**src/rtl/cacheline_arbiter.sv**
```systemverilog
// Two-port cacheline arbiter: I$ and D$ share one cache adapter.
// Define ARB_ROUND_ROBIN_EN for round-robin on contention (else D$ wins).
module cacheline_arbiter #(
  parameter int ADDR_W = 32,
  parameter int LINE_W = 256
) (
  input  logic              clk,
  input  logic              rst,
  input  logic [ADDR_W-1:0] i_addr,
  input  logic              i_read,
  output logic              i_resp,
  output logic [LINE_W-1:0] i_rdata,
  input  logic [ADDR_W-1:0] d_addr,
  input  logic [LINE_W-1:0] d_wdata,
  input  logic              d_read,
  input  logic              d_write,
  output logic              d_resp,
  output logic [LINE_W-1:0] d_rdata,
  output logic [ADDR_W-1:0] m_addr,
  output logic [LINE_W-1:0] m_wdata,
  output logic              m_read,
  output logic              m_write,
  input  logic              m_resp,
  input  logic [LINE_W-1:0] m_rdata
);

`ifdef ARB_ROUND_ROBIN_EN
  localparam bit RR = 1'b1;
`else
  localparam bit RR = 1'b0;
`endif

  typedef enum logic [1:0] {
    IDLE,
    SERVE_I,
    SERVE_D,
    GAP
  } state_t;

  state_t state, state_nx;
  logic   last_d, last_d_nx;
  logic   rst_q;
  logic   d_req;
  logic   pick_d;
  logic   quiet;

  assign d_req = d_read | d_write;
  // outputs stay zero during reset and the cycle after it
  assign quiet = rst | rst_q;

  always_ff @(posedge clk) begin
    rst_q <= rst;
    if (rst) begin
      state  <= IDLE;
      last_d <= 1'b0;
    end else begin
      state  <= state_nx;
      last_d <= last_d_nx;
    end
  end

  always_comb begin
    state_nx  = state;
    last_d_nx = last_d;
    pick_d    = d_req;
    if (i_read && d_req)
      pick_d = RR ? ~last_d : 1'b1;
    case (state)
      IDLE: begin
        if (i_read || d_req) begin
          state_nx  = pick_d ? SERVE_D : SERVE_I;
          last_d_nx = pick_d;
        end
      end
      SERVE_I, SERVE_D: begin
        if (m_resp)
          state_nx = GAP;
      end
      GAP:     state_nx = IDLE;
      default: state_nx = IDLE;
    endcase
  end

  always_comb begin
    m_addr  = '0;
    m_wdata = '0;
    m_read  = 1'b0;
    m_write = 1'b0;
    i_resp  = 1'b0;
    d_resp  = 1'b0;
    i_rdata = '0;
    d_rdata = '0;
    if (!quiet) begin
      case (state)
        SERVE_I: begin
          m_addr = i_addr;
          m_read = i_read;
          i_resp = m_resp;
          if (m_resp)
            i_rdata = m_rdata;
        end
        SERVE_D: begin
          m_addr  = d_addr;
          m_wdata = d_wdata;
          m_write = d_write;
          m_read  = d_read & ~d_write;
          d_resp  = m_resp;
          if (m_resp)
            d_rdata = m_rdata;
        end
        default: begin
          m_addr = last_d ? d_addr : i_addr;
          if (last_d)
            m_wdata = d_wdata;
        end
      endcase
    end
  end

endmodule
```
**config.mk**
```make
export PLATFORM = sky130hd
export DESIGN_NAME = cacheline_arbiter
export DESIGN_NICKNAME = d
export VERILOG_FILES = /design/src/rtl/cacheline_arbiter.sv
export SDC_FILE = /design/constraint.sdc
export NUM_CORES = 1
export LEC_CHECK = 0
export BUFFER_PORTS_ARGS = -buffer_cell sky130_fd_sc_hd__buf_2
export CORE_AREA = 2 2 544 546
export DETAILED_ROUTE_END_ITERATION = 8
export DIE_AREA = 0 0 546 548
export PLACE_DENSITY = 0.3
export REMOVE_ABC_BUFFERS = 1
export SKIP_LAST_GASP = 1
export SLEW_MARGIN = 20
export SYNTH_ARGS = -nofsm -noshare
export SYNTH_HDL_FRONTEND = slang
export SYNTH_SLANG_ARGS = --single-unit
```
**constraint.sdc**
```tcl
create_clock -name clk -period 2.25 [get_ports clk]
set_input_delay 0.225 -clock clk [delete_from_list [all_inputs] [get_ports clk]]
set_output_delay 0.225 -clock clk [all_outputs]
set_load 0.05 [all_outputs]
```
==> impl_metrics.yaml, run 1 <==
yosys:
  ys_ff_latch: 4
  ys_seq_area_share_pct: 1.24
  yosys_most_used_dff: "dfxtp_1"
  synth_cell_types: 26
  ys_warn_count: 0
  yosysTopAreaCell: "and2_1"
  async_reset_ff_share_pct: 0
  postSynthAreaPerCell_sq_um: 6.22
  syn_inst: 1041
  synth_edf_count: 0
  netlist_top_cells_area: "and2_1 (49%), and3_1 (25%), a211oi_1 (4.5%)"
  syn-cell-area_sq_um: 6470
  synth_top_area_share_pct: 49.5
cts:
  cts_hold_buf: 0
  clk_latency_ns: 0.23
  clockRootBuffer: "clkbuf_16"
  htree_levels: 1
  cts_buffers: 3
  clock_path_buffers: 2
  clk_pin_slew_ns: 0.03
  cts_sinks: 4
  cts_tree: "built"
floorplan:
  io_pins: 1386
  rows: 199
  die_h_um: 548
  coreArea_sq_um: 293000
  die_area_sq_um: 299000
  die-width_um: 546
  start_util_pct: 2.21
timing:
  rsz0062_at_grt: "yes"
  tightestPinTransition_ns: 0.689
  slew_violations: 0
  slew_headroom_pct: 54.1
  timing.hold.ws_ns: 0.209
  worst_slack_ns: -0.199
  hold_viol: 0
  tns_ns: -38.94
  fmax_ghz: 0.408
  fin_crit_ns: 2.45
  setup_violations: 500
  final.period_utilization_pct: 109
  clock_skew_ns: 0.00267
pwr:
  irDropWorstVdd_mv: 0.522
  cell_internal_pwr_uw: 7260
  p_clk_share_pct: 1.7
  netSwitchingPower_uw: 9850
  p_sw_share_pct: 57.6
  p_leak_uw: 0.0134
  fin_total_pwr_uw: 17100
  seq_power_share_pct: 0.8
  p_comb_share_pct: 97.5
  power_density_nw_per_um2: 532
cells_and_area:
  fin_area_sq_um: 32200
  nNetsFinal: 3067
  multiInputGateArea_sq_um: 6520
  area_growth_pct: 397
  seq_area_sq_um: 86.3
  drive_above_1_share_pct: 71.3
  n_fill_cell: 33800
route:
  vias: 15500
  ant_nets: 0
  dr.pass1.iters: 5
  drc_errors: 0
  via_per_inst: 2.39
  routedWlPerCell_um: 39.3
  drtIter0Drc: 833
  wl_mm: 255
grt:
  grt_pass1_wl_mm: 286
  grt_max_degree: 105
  grt-ovfl-total: 0
  antenna_found_initial: 293
  grt_use_total_pct: 16.0
  grt_pass1_vias: 15000
run_status:
  run_status: "finished, violations left"
  failed_checks: "setup timing"
run:
  maxCapViolations: 0
place:
  dpl.hpwl_mm: 232
  gp_congestion: 0.921
  portBuffers: 1385
  placed_area_sq_um: 29300
worst_setup_path:
  cp_data_arrival_time_ns: 2.22
  crit_fanout: 8
  start_kind: "register"
  worstSetupEndpointType: "output port"
  critPathKind: "reg2out"
  required_ns: 2.03
worst_hold_path:
  min_path_type: "in2reg"
==> worst max-delay path, cell delays in order, from the launching register on <==
cell     delay, ns
dfxtp_4       0.37
inv_6         0.06
ha_4          0.27
mux2_8        0.44
buf_4         0.18
buf_16        0.14
buf_6         0.12
and3_1        0.20
buf_12        0.17
==> path summary, 6_finish.rpt <==
check | from | to | slack (ns) | cells after the start
min reg2reg | state[0] | state[0] | 0.57 | 2
max | state[0] | m_wdata[87] | -0.20 | 8
max reg2reg | state[0] | state[1] | 0.08 | 8
min | rst | rst_q | 0.21 | 1
==> kinds of logic after synthesis <==
family	after synthesis	synth area share (%)
compound gates	77	9.00
flops	4	1.24
buf+inv	137	10.3
simple gates	818	78.5
fa+ha+maj	4	0.773
mux	1	0.232
==> stage by stage <==
step | utilization, % | setup slack (ns) | std cells
finish | 11.0 | -0.199 | 6490
global route | 10.9 | -0.241 | 6423
CTS | 10.4 | -0.226 | 6361
detailed placement | 9.99 | -0.304 | 6329
global placement | 9.99 | -0.367 | 6329
floorplan | - | -4.01 | 907
==> state kept, by name, summed over array words and instances (netlist names) <==
signal,cells
rst_q,1
state,2
last_d,1
==> power by group through the flow <==
| stage | Clock, uW | Combinational, uW | Sequential, uW |
|---|---|---|---|
| floorplan | 0 | 5310 | 153 |
| detailed placement | 0 | 13900 | 123 |
| global route | 295 | 17500 | 141 |
| CTS | 289 | 15100 | 141 |
| global placement | 0 | 14000 | 128 |
| finish | 286 | 16700 | 140 |
==> what timing repair did <==
item                       4_1_cts  5_1_grt
pin swaps                       12       19
gates resized for setup        171      168
cloned                          17       22
setup endpoints to repair      793      760
setup buffers                   18       16
==> Yosys cell counts, drive strengths merged (3+ instances only) <==
cell and n:
a32oi 13, dfxtp 4, a211oi 39, and3 260
o21ai 3, and2 512, clkbuf 111, ha 4
nor2b 20, a22oi 19, inv 3, nor2 15
buf 23, nand2 4
==> layer usage <==
| metal | up-vias | share of wire [%] | global-route usage, % |
|---|---|---|---|
| li1 | 6458 | - | - |
| met1 | 7296 | 46 | 21.5 |
| met2 | 1286 | 40 | 22.9 |
| met3 | 401 | 13 | 8.67 |
| met4 | 56 | 1.8 | 1.59 |
| met5 | - | 0.14 | 0 |
==> cells in the final DEF (no fill, tap or decap), types with 2 or more instances in the layout <==
cell type / instances
dfxtp_2: 2
and3_2: 3
diode_2: 92
buf_8: 16
a211oi_1: 30
or2_2: 2
o21ai_0: 3
buf_4: 89
and3_1: 165
a21oi_1: 2
buf_12: 723
clkbuf_16: 23
nor2_1: 13
a32oi_1: 9
and2_1: 438
and3_4: 92
a22oi_1: 19
bufbuf_16: 7
nor2b_1: 20
nand2_1: 4
ha_4: 3
a211oi_2: 9
buf_2: 676
buf_16: 25
and2_2: 5
nand2b_1: 2
buf_6: 12
a32oi_2: 2
a32oi_4: 2
and2_4: 69
==> cell type report <==
type / instances / area share [%]
multi-input combinational: 900 / 20.3
clock buffer: 3 / 0.233
tap: 3919 / 15.2
inverter: 3 / 0.0506
sequential: 4 / 0.268
antenna: 92 / 0.716
timing repair buffer: 1569 / 63.2
(Power assumes the default switching activity.)
==> run 2, diff against run 1 <==
- CTS_BUF_LIST: unset -> sky130_fd_sc_hd__clkbuf_8 sky130_fd_sc_hd__clkbuf_16
- REMOVE_ABC_BUFFERS: 1 -> unset
==> run 2 against run 1 <==
The run still ends with setup timing left; clock power about the same; clock skew fell by 0.0019 ns; combinational power up 9%; critical path depth stayed put; final cell count decreased by 0.40%; register-to-register slack improved by 0.38 ns; critical path type unchanged; non-clock buffer count shrank 48; setup slack lost 0.011 ns; sequential cell count stayed put; via count up 5.1%.
==> impl_metrics.yaml, run 2 (synthesis gave the netlist of run 1 again) <==
cts:
  htree_levels: 1
  clockRootBuffer: "clkbuf_16"
  clk_pin_slew_ns: 0.03
  clock_path_buffers: 2
  cts_tree: "built"
  cts_buffers: 3
  clk_latency_ns: 0.23
  cts_hold_buf: 0
  cts_sinks: 4
route:
  drc_errors: 0
  dr.pass1.iters: 5
  vias: 16300
  routedWlPerCell_um: 39.7
  via_per_inst: 2.52
  drtIter0Drc: 1057
  wl_mm: 256
  ant_nets: 0
cells_and_area:
  top_regs: "state: 2 flops, last_d: 1 flops, rst_q: 1 flops"
  nNetsFinal: 3021
  layout_common_cells: "buf_12 (649), buf_2 (643), and2_1 (440)"
  fin_area_sq_um: 31800
  n_fill_cell: 33700
  drive_above_1_share_pct: 77.0
  layout_commonest_cell: "buf_12"
  area_growth_pct: 391
  largest_reg_flops: 2
  largest_register: "state"
timing:
  final.period_utilization_pct: 109
  hold_viol: 0
  tightestPinTransition_ns: 0.768
  fin_crit_ns: 2.46
  setup_violations: 628
  worst_slack_ns: -0.210
  slew_headroom_pct: 48.8
  timing.hold.ws_ns: 0.222
  slew_violations: 0
  tns_ns: -69.27
  clock_skew_ns: 0.000744
  fmax_ghz: 0.406
  rsz0062_at_grt: "yes"
pwr:
  p_clk_share_pct: 1.5
  netSwitchingPower_uw: 10300
  irDropWorstVdd_mv: 0.501
  seq_power_share_pct: 0.8
  power_density_nw_per_um2: 586
  cell_internal_pwr_uw: 8290
  fin_total_pwr_uw: 18600
  p_leak_uw: 0.0126
  p_sw_share_pct: 55.5
  p_comb_share_pct: 97.6
place:
  portBuffers: 1385
  gp_congestion: 1.05
  placed_area_sq_um: 27500
  dpl_worst_slack_ns: -0.241
  dpl.hpwl_mm: 232
worst_setup_path:
  reg2regPathDepth: 6
  critPathMaxStageDelay_ns: 0.43
  crit_family: "buffers and inverters"
  rr_startpoint: "state[0]"
  crit_slowest_cell: "mux2_8"
  worstSetupEndpointType: "output port"
  crit_fanout: 11
  timing.rr.end: "state[1]"
  path_cells: "inv_6, ha_4, buf_6, mux2_8, buf_12, buf_16, and3_4, buf_12"
  cp_num_buf_inv: 5
  cp_data_arrival_time_ns: 2.24
  cp_common_cell: "buf_12"
  critical_path.endpoint: "m_wdata[223]"
  r2r_setup_slack_ns: 0.46
  worstSetupStartpoint: "state[0]"
  start_kind: "register"
  critPathKind: "reg2out"
  path_depth: 8
  required_ns: 2.03
grt:
  grt-ovfl-total: 0
  grt_use_total_pct: 16.2
  grt_max_degree: 88
  grt_pass1_vias: 15400
  grt_pass1_wl_mm: 289
  antenna_found_initial: 369
floorplan:
  start_util_pct: 2.21
  coreArea_sq_um: 293000
  die_area_sq_um: 299000
  die-width_um: 546
  die_h_um: 548
  io_pins: 1386
  rows: 199
run_status:
  run_status: "finished, violations left"
  failed_checks: "setup timing"
yosys:
  synth_nets: 1627
worst_hold_path:
  min_path_type: "in2reg"
run:
  maxCapViolations: 0
run 2: area by class of cell:
class / count / area [sq um] / area share [%]
multi-input cells: 902 / 7310 / 23.0
repair buffers: 1521 / 19100 / 60.1
well taps: 3919 / 4900 / 15.4
clock buffers: 3 / 75.1 / 0.236
diodes: 112 / 280 / 0.881
flip-flops and latches: 4 / 88.8 / 0.279
inverters: 3 / 16.3 / 0.0511
run 2: metrics by stage:
stage | utilization (%) | std cells
after floorplan | - | 1041
after global placement | 9.39 | 6263
after detailed placement | 9.39 | 6263
after CTS | 10.5 | 6331
after global routing | 10.8 | 6423
final | 10.9 | 6464
run 2: worst reg2reg max path: cells and delay by family, from the launching register on:
family	cells	cell delay [ns]
adder cells (fa/ha/maj)	1	0.26
AO/OA/AOI/OAI	1	0.17
buffers and inverters	2	0.22
flip-flops	1	0.37
AND/OR/NAND/NOR	2	0.68
run 2: worst min path at each step:
stage / startpoint / endpoint / slack (ns) / cells after the start
2_1_floorplan: rst / rst_q / 0.25 / 0
3_3_place_gp: rst / rst_q / 0.46 / 1
3_5_place_dp: rst / rst_q / 0.46 / 1
4_1_cts: rst / rst_q / 0.22 / 1
5_1_grt: rst / rst_q / 0.23 / 1
6_report: rst / rst_q / 0.22 / 1
run 2: routing by layer:
layer	up-vias	wire length [um]	GRT usage, %
li1	6394	-	-
met1	7438	94000	17.5
met2	1633	117000	26.8
met3	660	33500	9.12
met4	166	10500	4.55
met5	-	1090	0
run 2: what timing repair did:
item,in CTS,in global routing
cloned,33,21
endpoints found under the setup margin,735,748
resized for setup,469,185
buffers inserted,34,4
pin swaps,54,66
run 2: power groups by stage:
stage | clock network (uW) | registers [uW] | logic (uW)
after global placement | 0 | 117 | 13000
final | 285 | 156 | 18200
after CTS | 285 | 156 | 17300
after floorplan | 0 | 110 | 5890
after global routing | 289 | 159 | 18800
after detailed placement | 0 | 117 | 13000
==> run 3, diff against run 2 <==
- CELL_PAD_IN_SITES_DETAIL_PLACEMENT: unset -> 1
- CELL_PAD_IN_SITES_GLOBAL_PLACEMENT: unset -> 1
- CORE_AREA: 2 2 544 546 -> 2 2 545 547
- DIE_AREA: 0 0 546 548 -> 0 0 547 549
==> run 3 against run 2 <==
The flow still finishes with violations (setup timing); power decreased by 12%; sequential cell count unchanged; first-iteration DRC count decreased by 16%; hold slack got worse by 0.0083 ns; combinational power decreased by 13%; cell area decreased by 4.3%; critical path type unchanged; largest cell class unchanged; largest power group unchanged.
==> impl_metrics.yaml, run 3 (synthesis gave the netlist of run 1 again) <==
route:
  wl_mm: 233
  vias: 16000
  via_per_inst: 2.48
  drtIter0Drc: 890
  dr.pass1.iters: 6
  ant_nets: 0
  routedWlPerCell_um: 36.2
  drc_errors: 0
cts:
  clk_pin_slew_ns: 0.03
  htree_levels: 1
  cts_hold_buf: 0
  cts_tree: "built"
  clk_latency_ns: 0.23
  cts_sinks: 4
  cts_buffers: 3
  clockRootBuffer: "clkbuf_16"
  clock_path_buffers: 2
worst_setup_path:
  cp_data_arrival_time_ns: 2.23
  crit_fanout: 16
  worstSetupEndpointType: "output port"
  critPathMaxStageDelay_ns: 0.38
  path_cells: "inv_4, ha_4, mux2_8, buf_12, buf_16, and3_1, buf_12"
  cp_common_cell: "buf_12"
  required_ns: 2.03
  crit_slowest_cell: "mux2_8"
  start_kind: "register"
  critPathKind: "reg2out"
run_status:
  failed_checks: "setup timing"
  run_status: "finished, violations left"
place:
  gp_congestion: 1.08
  portBuffers: 1385
  placed_area_sq_um: 26800
  placed_cells: 6286
  dpl.hpwl_mm: 209
floorplan:
  die_area_sq_um: 300000
  io_pins: 1386
  coreArea_sq_um: 295000
  die-width_um: 547
  die_h_um: 549
  rows: 200
  start_util_pct: 2.19
cells_and_area:
  utilization_pct: 10.3
  area_growth_pct: 370
  fin_area_sq_um: 30400
  top_regs: "state: 2 flops, last_d: 1 flops, rst_q: 1 flops"
  nNetsFinal: 3025
  largest_reg_flops: 2
  final_cell_count_no_fill: 6449
  layout_common_cells: "buf_2 (675), buf_12 (588), and2_1 (365)"
  layout_commonest_cell: "buf_2"
  drive_above_1_share_pct: 72.4
  largest_register: "state"
worst_hold_path:
  min_path_type: "in2reg"
grt:
  grt_pass1_wl_mm: 264
  grt_pass1_vias: 15400
  antenna_found_initial: 353
  grt_use_total_pct: 14.5
  grt_max_degree: 101
  grt-ovfl-total: 0
pwr:
  power_density_nw_per_um2: 537
  irDropWorstVdd_mv: 0.441
  p_leak_uw: 0.0130
timing:
  slew_headroom_pct: 63.1
  tightestPinTransition_ns: 0.545
  worst_slack_ns: -0.208
  final.period_utilization_pct: 109
  setup_violations: 547
  hold_viol: 0
  slew_violations: 0
  fmax_ghz: 0.407
  clock_skew_ns: 0.000966
  rsz0062_at_grt: "yes"
  fin_crit_ns: 2.46
run:
  maxCapViolations: 0
yosys:
  synth_nets: 1627
[run 3: cell types whose count changed in the layout (fill, tap and decap cells not counted), moves of 10 or more]
cell	delta
and3_4	-203
and3_1	+193
and2_4	+82
and2_1	-75
clkbuf_4	-73
buf_12	-61
buf_4	+59
diode_2	-39
buf_2	+32
buf_6	+32
buf_8	+17
and3_2	+10
[run 3: what timing repair did]
item / 4_1_cts / 5_1_grt
gates cloned: 21 / 28
setup endpoints to repair: 775 / 739
gates resized for setup: 223 / 445
buffers inserted: 27 / 13
pin swaps: 21 / 47
endpoints found under the hold margin: 0 / 0
[run 3: area by class of cell]
type,count,area (sq um)
Antenna cell,73,183
Inverter,3,13.8
Clock buffer,3,75.1
Multi-Input combinational cell,902,6640
Timing Repair Buffer,1525,18500
Tap cell,3939,4930
Fill cell,34700,265000
Sequential cell,4,82.6
[run 3: final timing paths]
kind / end / startpoint / slack [ns] / cells past startpoint
max: m_wdata[62] / state[0] / -0.21 / 7
min: rst_q / rst / 0.21 / 1
max reg2reg: state[1] / state[1] / 0.40 / 7
min reg2reg: state[0] / state[0] / 0.54 / 2
[run 3: power by group]
group / total [uW] / internal [uW] / switching [uW] / leakage, uW
Clock: 284 / 228 / 56.5 / 0.0000374
Combinational: 15900 / 6350 / 9570 / 0.0129
Sequential: 138 / 99.6 / 38.6 / 0.0000340
Total: 16300 / 6680 / 9670 / 0.0130
[run 3: worst max-delay path: cells and delay by family, from the launching register on]
kind / cells / cell delay, ns
AND/OR/NAND/NOR: 1 / 0.24
flip-flops: 1 / 0.34
buffers and inverters: 4 / 0.62
multiplexers: 1 / 0.38
adder cells (fa/ha/maj): 1 / 0.30
[run 3: layer usage]
layer  vias up  part of all wire, %  track usage [%]
met1      7360                   39             17.1
met4       164                  2.6             2.15
met3       552                   14             8.55
li1       6351                    -                -
met2      1543                   44             23.0
met5         -                 0.45                0
[run 3: per-stage QoR]
stage               TNS [ns]  hold slack (ns)  worst slack, ns  total power, uW
floorplan              -3.69            0.253           -0.369             6000
global placement      -19.83            0.457           -0.874            13300
detailed placement    -14.05            0.456           -0.844            13300
CTS                   -55.60            0.218           -0.194            15800
global route          -68.52            0.222           -0.193            17100
finish                -38.98            0.214           -0.208            16300
